### src/rtl/counter_pkg.sv
// Shared types and defaults for the run/pause count-enable controller.
// Also hosts the prescale counter width helper.
package counter_pkg;

    typedef enum logic [1:0] {
        IDLE  = 2'd0,
        RUN   = 2'd1,
        PAUSE = 2'd2
    } state_e;

    localparam int unsigned DEF_DEBOUNCE_CYCLES = 4;
    localparam int unsigned DEF_PRESCALE        = 10;

    function automatic int unsigned cnt_width(int unsigned n);
        return (n > 1) ? $clog2(n) : 1;
    endfunction

endpackage

### src/rtl/btn_debounce.sv
// Button conditioner: 2-flop synchronizer, level debouncer, press detector.
// press is a registered one-cycle pulse on each debounced 0->1 change.
module btn_debounce
    import counter_pkg::*;
#(
    parameter int unsigned DEBOUNCE_CYCLES = DEF_DEBOUNCE_CYCLES
) (
    input  logic clk,
    input  logic rst,
    input  logic btn_raw,
    output logic press
);

    localparam int unsigned CW = cnt_width(DEBOUNCE_CYCLES);
    localparam logic [CW-1:0] CNT_LAST = CW'(DEBOUNCE_CYCLES - 1);

    logic [1:0]    sync_q;
    logic          level_q, level_d;
    logic          dly_q;
    logic          press_q, press_d;
    logic [CW-1:0] cnt_q, cnt_d;

    // A sample matching the current level restarts the stability count.
    always_comb begin
        level_d = level_q;
        cnt_d   = '0;
        if (sync_q[1] != level_q) begin
            if (cnt_q == CNT_LAST) begin
                level_d = sync_q[1];
            end else begin
                cnt_d = cnt_q + 1'b1;
            end
        end
        press_d = level_q & ~dly_q;
    end

    always_ff @(posedge clk) begin
        if (!rst) begin
            sync_q  <= '0;
            level_q <= 1'b0;
            cnt_q   <= '0;
            dly_q   <= 1'b0;
            press_q <= 1'b0;
        end else begin
            sync_q  <= {sync_q[0], btn_raw};
            level_q <= level_d;
            cnt_q   <= cnt_d;
            dly_q   <= level_q;
            press_q <= press_d;
        end
    end

    assign press = press_q;

endmodule

### src/rtl/counter_en_ctrl.sv
// Run/pause/clear controller producing a prescaled count-enable pulse
// and a one-cycle clear pulse for a downstream counter.
module counter_en_ctrl
    import counter_pkg::*;
#(
    parameter int unsigned DEBOUNCE_CYCLES = DEF_DEBOUNCE_CYCLES,
    parameter int unsigned PRESCALE        = DEF_PRESCALE
) (
    input  logic clk,
    input  logic rst,
    input  logic btn_run,
    input  logic btn_clr,
    output logic en,
    output logic cnt_clr,
    output logic running
);

    localparam int unsigned PW = cnt_width(PRESCALE);
    localparam logic [PW-1:0] PSC_LAST = PW'(PRESCALE - 1);

    logic run_press;
    logic clr_press;

    state_e        state_q, state_d;
    logic [PW-1:0] psc_q, psc_d;
    logic          en_q, en_d;
    logic          clr_q, clr_d;
    logic          running_q, running_d;

    btn_debounce #(
        .DEBOUNCE_CYCLES (DEBOUNCE_CYCLES)
    ) u_run (
        .clk     (clk),
        .rst     (rst),
        .btn_raw (btn_run),
        .press   (run_press)
    );

    btn_debounce #(
        .DEBOUNCE_CYCLES (DEBOUNCE_CYCLES)
    ) u_clr (
        .clk     (clk),
        .rst     (rst),
        .btn_raw (btn_clr),
        .press   (clr_press)
    );

    always_comb begin
        state_d = state_q;
        psc_d   = psc_q;
        en_d    = 1'b0;
        clr_d   = 1'b0;
        if (clr_press) begin
            state_d = IDLE;
            clr_d   = 1'b1;
        end else if (run_press) begin
            unique case (state_q)
                IDLE:    state_d = RUN;
                RUN:     state_d = PAUSE;
                PAUSE:   state_d = RUN;
                default: state_d = IDLE;
            endcase
        end
        // Only a cycle that starts and stays in RUN advances the prescaler.
        if (state_q == RUN && state_d == RUN) begin
            if (psc_q == PSC_LAST) begin
                psc_d = '0;
                en_d  = 1'b1;
            end else begin
                psc_d = psc_q + 1'b1;
            end
        end
        if (state_d == IDLE) begin
            psc_d = '0;
        end
        running_d = (state_d == RUN);
    end

    always_ff @(posedge clk) begin
        if (!rst) begin
            state_q   <= IDLE;
            psc_q     <= '0;
            en_q      <= 1'b0;
            clr_q     <= 1'b0;
            running_q <= 1'b0;
        end else begin
            state_q   <= state_d;
            psc_q     <= psc_d;
            en_q      <= en_d;
            clr_q     <= clr_d;
            running_q <= running_d;
        end
    end

    assign en      = en_q;
    assign cnt_clr = clr_q;
    assign running = running_q;

endmodule

### config.mk
export PLATFORM = sky130hd
export DESIGN_NAME = counter_en_ctrl
export DESIGN_NICKNAME = d
export VERILOG_FILES = /design/src/rtl/counter_pkg.sv /design/src/rtl/btn_debounce.sv /design/src/rtl/counter_en_ctrl.sv
export SDC_FILE = /design/constraint.sdc
export NUM_CORES = 1
export LEC_CHECK = 0
export ABC_CLOCK_PERIOD_IN_PS = 2400
export BUFFER_PORTS_ARGS = -buffer_cell sky130_fd_sc_hd__clkbuf_2
export CAP_MARGIN = 10
export CORE_UTILIZATION = 55
export CTS_CLUSTER_DIAMETER = 30
export DETAILED_ROUTE_END_ITERATION = 12
export GPL_TIMING_DRIVEN = 0
export PLACE_DENSITY = 0.85
export SETUP_SLACK_MARGIN = 0.02
export SYNTH_ARGS = -nofsm -noshare
export SYNTH_HDL_FRONTEND = slang
export SYNTH_SLANG_ARGS = --single-unit
### constraint.sdc
create_clock -name clk -period 2.4 [get_ports clk]
set_clock_uncertainty 0.15 [all_clocks]
set_input_delay 0.72 -clock clk [delete_from_list [all_inputs] [get_ports clk]]
set_output_delay 0.72 -clock clk [all_outputs]
set_load 0.01 [all_outputs]
==> metrics.txt <==
# TYPE chip_impl_metric gauge
chip_impl_info{name="outcome",value="finished, final reports clean"} 1
chip_impl_metric{name="vias_per_cell",unit=""} 5.41
chip_impl_metric{name="cts_htree_levels",unit=""} 1
chip_impl_metric{name="power.density_cell_area",unit="nW/um^2"} 618
chip_impl_metric{name="cts_repair_resize_count",unit=""} 0
chip_impl_metric{name="postSynthAreaPerCell",unit="sq um"} 10.7
chip_impl_metric{name="groute.usage.overall",unit="%"} 18.0
chip_impl_metric{name="drive_above_1_share",unit="%"} 13.5
chip_impl_metric{name="setup_viol",unit=""} 0
chip_impl_metric{name="dieHeight",unit="microns"} 41.2
chip_impl_metric{name="antenna-diode-count",unit=""} 0
chip_impl_metric{name="totalNegativeSetupSlack",unit="ps"} 0
chip_impl_metric{name="syn-instance-count",unit=""} 79
chip_impl_info{name="critical_hold_path_startpoint",value="u_run.dly_q$_SDFF_PN0_"} 1
chip_impl_metric{name="finalHoldViolations",unit=""} 0
chip_impl_metric{name="finish.utilization",unit="%"} 67.5
chip_impl_metric{name="drt_pass1_iterations",unit=""} 4
chip_impl_metric{name="pwr-share-comb",unit="%"} 2.3
chip_impl_info{name="critical_path.slowest_cell",value="or4_1"} 1
chip_impl_metric{name="cts_inserted_buffers",unit=""} 3
chip_impl_metric{name="worst-r2r-cell-count",unit=""} 4
chip_impl_info{name="critical_path_capture_point_type",value="register"} 1
chip_impl_metric{name="mappedNetlistNets",unit=""} 85
chip_impl_metric{name="holdBufCountCts",unit=""} 0
chip_impl_info{name="clockRootBuffer",value="clkbuf_4"} 1
chip_impl_metric{name="slowest_delay",unit="ps"} 500
chip_impl_metric{name="design.die.area",unit="sq um"} 1700
chip_impl_metric{name="synth-seq-area-share",unit="%"} 54.4
chip_impl_metric{name="total_leakage_power",unit="nW"} 0.344
chip_impl_metric{name="maximum_number_of_pins_on_one_net_before_global_route_repair",unit=""} 13
chip_impl_metric{name="clock_latency",unit="ps"} 300
chip_impl_metric{name="p_sw",unit="mW"} 0.113
chip_impl_metric{name="first_iter_violations",unit=""} 4
chip_impl_metric{name="slew_headroom",unit="%"} 78.2
chip_impl_metric{name="period_needed",unit="ps"} 1740
chip_impl_info{name="worst-setup-path-type",value="register to register"} 1
chip_impl_metric{name="placement.io_buffers",unit=""} 6
chip_impl_metric{name="post-dp-hpwl",unit="microns"} 918
chip_impl_metric{name="synthToLayoutAreaGrowth",unit="%"} 8.86
chip_impl_metric{name="final.period_utilization",unit="%"} 72.5
chip_impl_metric{name="routabilityCongestion",unit=""} 0.627
chip_impl_metric{name="power.switching_fraction",unit="%"} 19.9
chip_impl_metric{name="ys_types",unit=""} 31
chip_impl_info{name="rr_endpoint",value="psc_q[1]$_SDFFE_PP0P_"} 1
chip_impl_metric{name="drt_wl_cell",unit="microns"} 11.8
chip_impl_metric{name="critical_path_required",unit="ps"} 2490
chip_impl_info{name="rr_startpoint",value="state_q[0]$_SDFF_PN0_"} 1
chip_impl_metric{name="initial_core_util",unit="%"} 62.0
chip_impl_metric{name="cts_sinks",unit=""} 23
chip_impl_info{name="worst_setup_path_startpoint",value="state_q[0]$_SDFF_PN0_"} 1
chip_impl_metric{name="detail_route.wirelength",unit="mm"} 1.22
chip_impl_metric{name="top_level_ports",unit=""} 7
chip_impl_metric{name="p_seq_share",unit="%"} 68.0
chip_impl_info{name="grt_setup_unrepaired",value="no"} 1
chip_impl_metric{name="clock_power_share",unit="%"} 29.7
chip_impl_metric{name="final-max-slew-violation-count",unit=""} 0
chip_impl_metric{name="grt_first_pass_wirelength",unit="mm"} 1.89
chip_impl_metric{name="ys.warnings.count",unit=""} 0
chip_impl_metric{name="syn-cell-area",unit="sq um"} 847
chip_impl_metric{name="crit_path_max_fo",unit=""} 8
chip_impl_metric{name="coreArea",unit="sq um"} 1370
chip_impl_metric{name="first_global_vias",unit=""} 473
chip_impl_metric{name="fmax",unit="MHz"} 575
chip_impl_metric{name="clkTransAtPathRegs",unit="ps"} 110
chip_impl_metric{name="internal_power",unit="mW"} 0.457
chip_impl_metric{name="worst_ep_arrival_time",unit="ps"} 1830
chip_impl_metric{name="die_w",unit="microns"} 41.2
chip_impl_metric{name="dr_total_vias",unit=""} 563
chip_impl_metric{name="cap_violations",unit=""} 0
chip_impl_metric{name="ys_seq_elements",unit=""} 23
chip_impl_metric{name="postCtsSetupBuffers",unit=""} 0
chip_impl_metric{name="antenna_found_initial",unit=""} 0
chip_impl_metric{name="clk_path_buf_depth",unit=""} 2
chip_impl_info{name="crit_path_start_kind",value="register"} 1
chip_impl_metric{name="worst-slew-pin-transition",unit="ps"} 327
chip_impl_metric{name="placement_row_count",unit=""} 13
chip_impl_metric{name="rrSetupSlack",unit="ps"} 660
chip_impl_metric{name="ant_nets",unit=""} 0
chip_impl_metric{name="design.final.nets",unit=""} 96
chip_impl_info{name="worstHoldPathType",value="register to register"} 1
chip_impl_metric{name="max-vdd-ir-drop",unit="mV"} 0.413
chip_impl_info{name="crit_chain",value="or3b_1, buf_2, or4_1, a21oi_1"} 1
chip_impl_metric{name="remaining_global_route_overflow",unit=""} 0
chip_impl_metric{name="remaining_drc_errors",unit=""} 0
chip_impl_info{name="cts_tree",value="yes"} 1
chip_impl_info{name="cp-endpoint",value="psc_q[1]$_SDFFE_PP0P_"} 1
chip_impl_metric{name="final.fill_count",unit=""} 119
==> cell usage after synthesis (all sizes together) <==
library cell	n	share of area (%)
and2b	1	0.89
and2	7	5.2
nor2b	5	3.7
nand2	2	0.89
or4	2	1.8
nand3	1	0.59
or3	1	0.74
or2	1	0.74
a21oi	5	3.0
dfxtp	23	54
nor3	2	1.2
a31oi	1	0.74
ha	2	3.0
o31ai	1	0.89
and4b	1	1.2
or2b	2	1.8
nand2b	4	3.0
clkbuf	1	0.44
nand3b	2	1.8
mux2i	2	2.4
nor2	1	0.44
xnor2	1	1.0
or3b	2	2.1
buf	1	0.59
o211ai	1	0.89
o21ai	2	1.2
xor2	1	1.0
nor4b	1	1.0
mux2	1	1.3
nor4bb	2	2.4
==> cell families (layout without fill, tap and decap cells) <==
kind of cell | after synthesis | in the layout | share of synthesized area [%]
simple gates | 37 | 37 | 29.2
flops | 23 | 23 | 54.4
xor+xnor | 2 | 2 | 2.07
compound gates | 10 | 10 | 6.65
fa+ha+maj | 2 | 2 | 2.95
mux | 3 | 3 | 3.69
buf+inv | 2 | 12 | 1.03
==> final cells by class <==
cell class / count / area [sq um] / share of cell area, %
plain buffers: 2 / 8.76 / 0.950
clock buffers: 4 / 26.3 / 2.85
multi-input cells: 54 / 378 / 41.0
flip-flops and latches: 23 / 460 / 49.9
well taps: 15 / 18.8 / 2.04
repair buffers: 6 / 30.0 / 3.26
==> how the worst min path moves through the flow <==
stage / endpoint / slack (ps) / depth (start not counted)
global placement: u_clr.press$_SDFF_PN0_ / 220 / 1
floorplan: u_clr.press$_SDFF_PN0_ / 220 / 1
CTS: u_run.press$_SDFF_PN0_ / 240 / 1
detailed placement: u_run.press$_SDFF_PN0_ / 230 / 1
finish: u_run.press$_SDFF_PN0_ / 240 / 1
global route: u_run.press$_SDFF_PN0_ / 250 / 1
==> routing by layer <==
layer | up-vias | wire [microns] | global-route usage (%)
li1 | 296 | - | -
met1 | 259 | 568 | 18.9
met2 | 8 | 622 | 30.9
met3 | 0 | 31 | 8.15
met4 | 0 | 0 | 7.26
met5 | - | 0 | 0
==> per-stage QoR <==
stage               power (mW)  worst slack (ps)  hold slack [ps]  cells  cell area [sq um]
finish                   0.570               661              241    104                922
global route             0.591               561              255    104                922
CTS                      0.576               652              243    104                922
detailed placement       0.410               486              226    100                896
global placement         0.408               516              222    100                896
floorplan                0.403               745              217     79                847
==> critical path: cells and delay by family (launching register included) <==
family                 cells  cell delay (ps)
DFF                        1              400
buffers and inverters      1              170
AOI/OAI and AO/OA          1              120
and+or+nand+nor            2              850
==> state kept, by name, indices dropped and copies added, names as in the netlist <==
name	count
u_clr.cnt_q	2
u_clr.level_q	1
u_clr.dly_q	1
cnt_clr	1
u_run.sync_q	2
psc_q	4
u_clr.sync_q	2
u_run.press	1
en	1
u_clr.press	1
u_run.cnt_q	2
u_run.dly_q	1
state_q	2
u_run.level_q	1
running	1
==> power by group through the flow <==
stage                     Clock [mW]  Combinational [mW]  Sequential, mW
after detailed placement           0              0.0130           0.397
after floorplan                    0             0.00764           0.396
after global placement             0              0.0122           0.396
final                          0.169              0.0129           0.388
after global routing           0.189              0.0142           0.388
after CTS                      0.175              0.0130           0.388
==> placed cells by master (no fill, tap or decap) <==
cell	instances
buf_2	1
and2_1	7
nor2b_1	5
or3_1	1
or4_1	2
or3b_1	1
dfxtp_1	23
nand3_1	1
a31oi_1	1
mux2_2	1
nand2_1	2
mux2i_1	2
o31ai_1	1
and4b_1	1
or2b_1	2
nor2_1	1
xor2_1	1
clkbuf_2	6
ha_1	2
or2_1	1
clkbuf_1	2
nand2b_1	4
a21oi_1	5
nor4bb_1	2
nand3b_1	2
nor3_1	2
clkbuf_4	3
nor4b_1	1
and2b_1	1
o21ai_0	2
xnor2_1	1
o211ai_1	1
or3b_2	1
(Power assumes the default switching activity.)
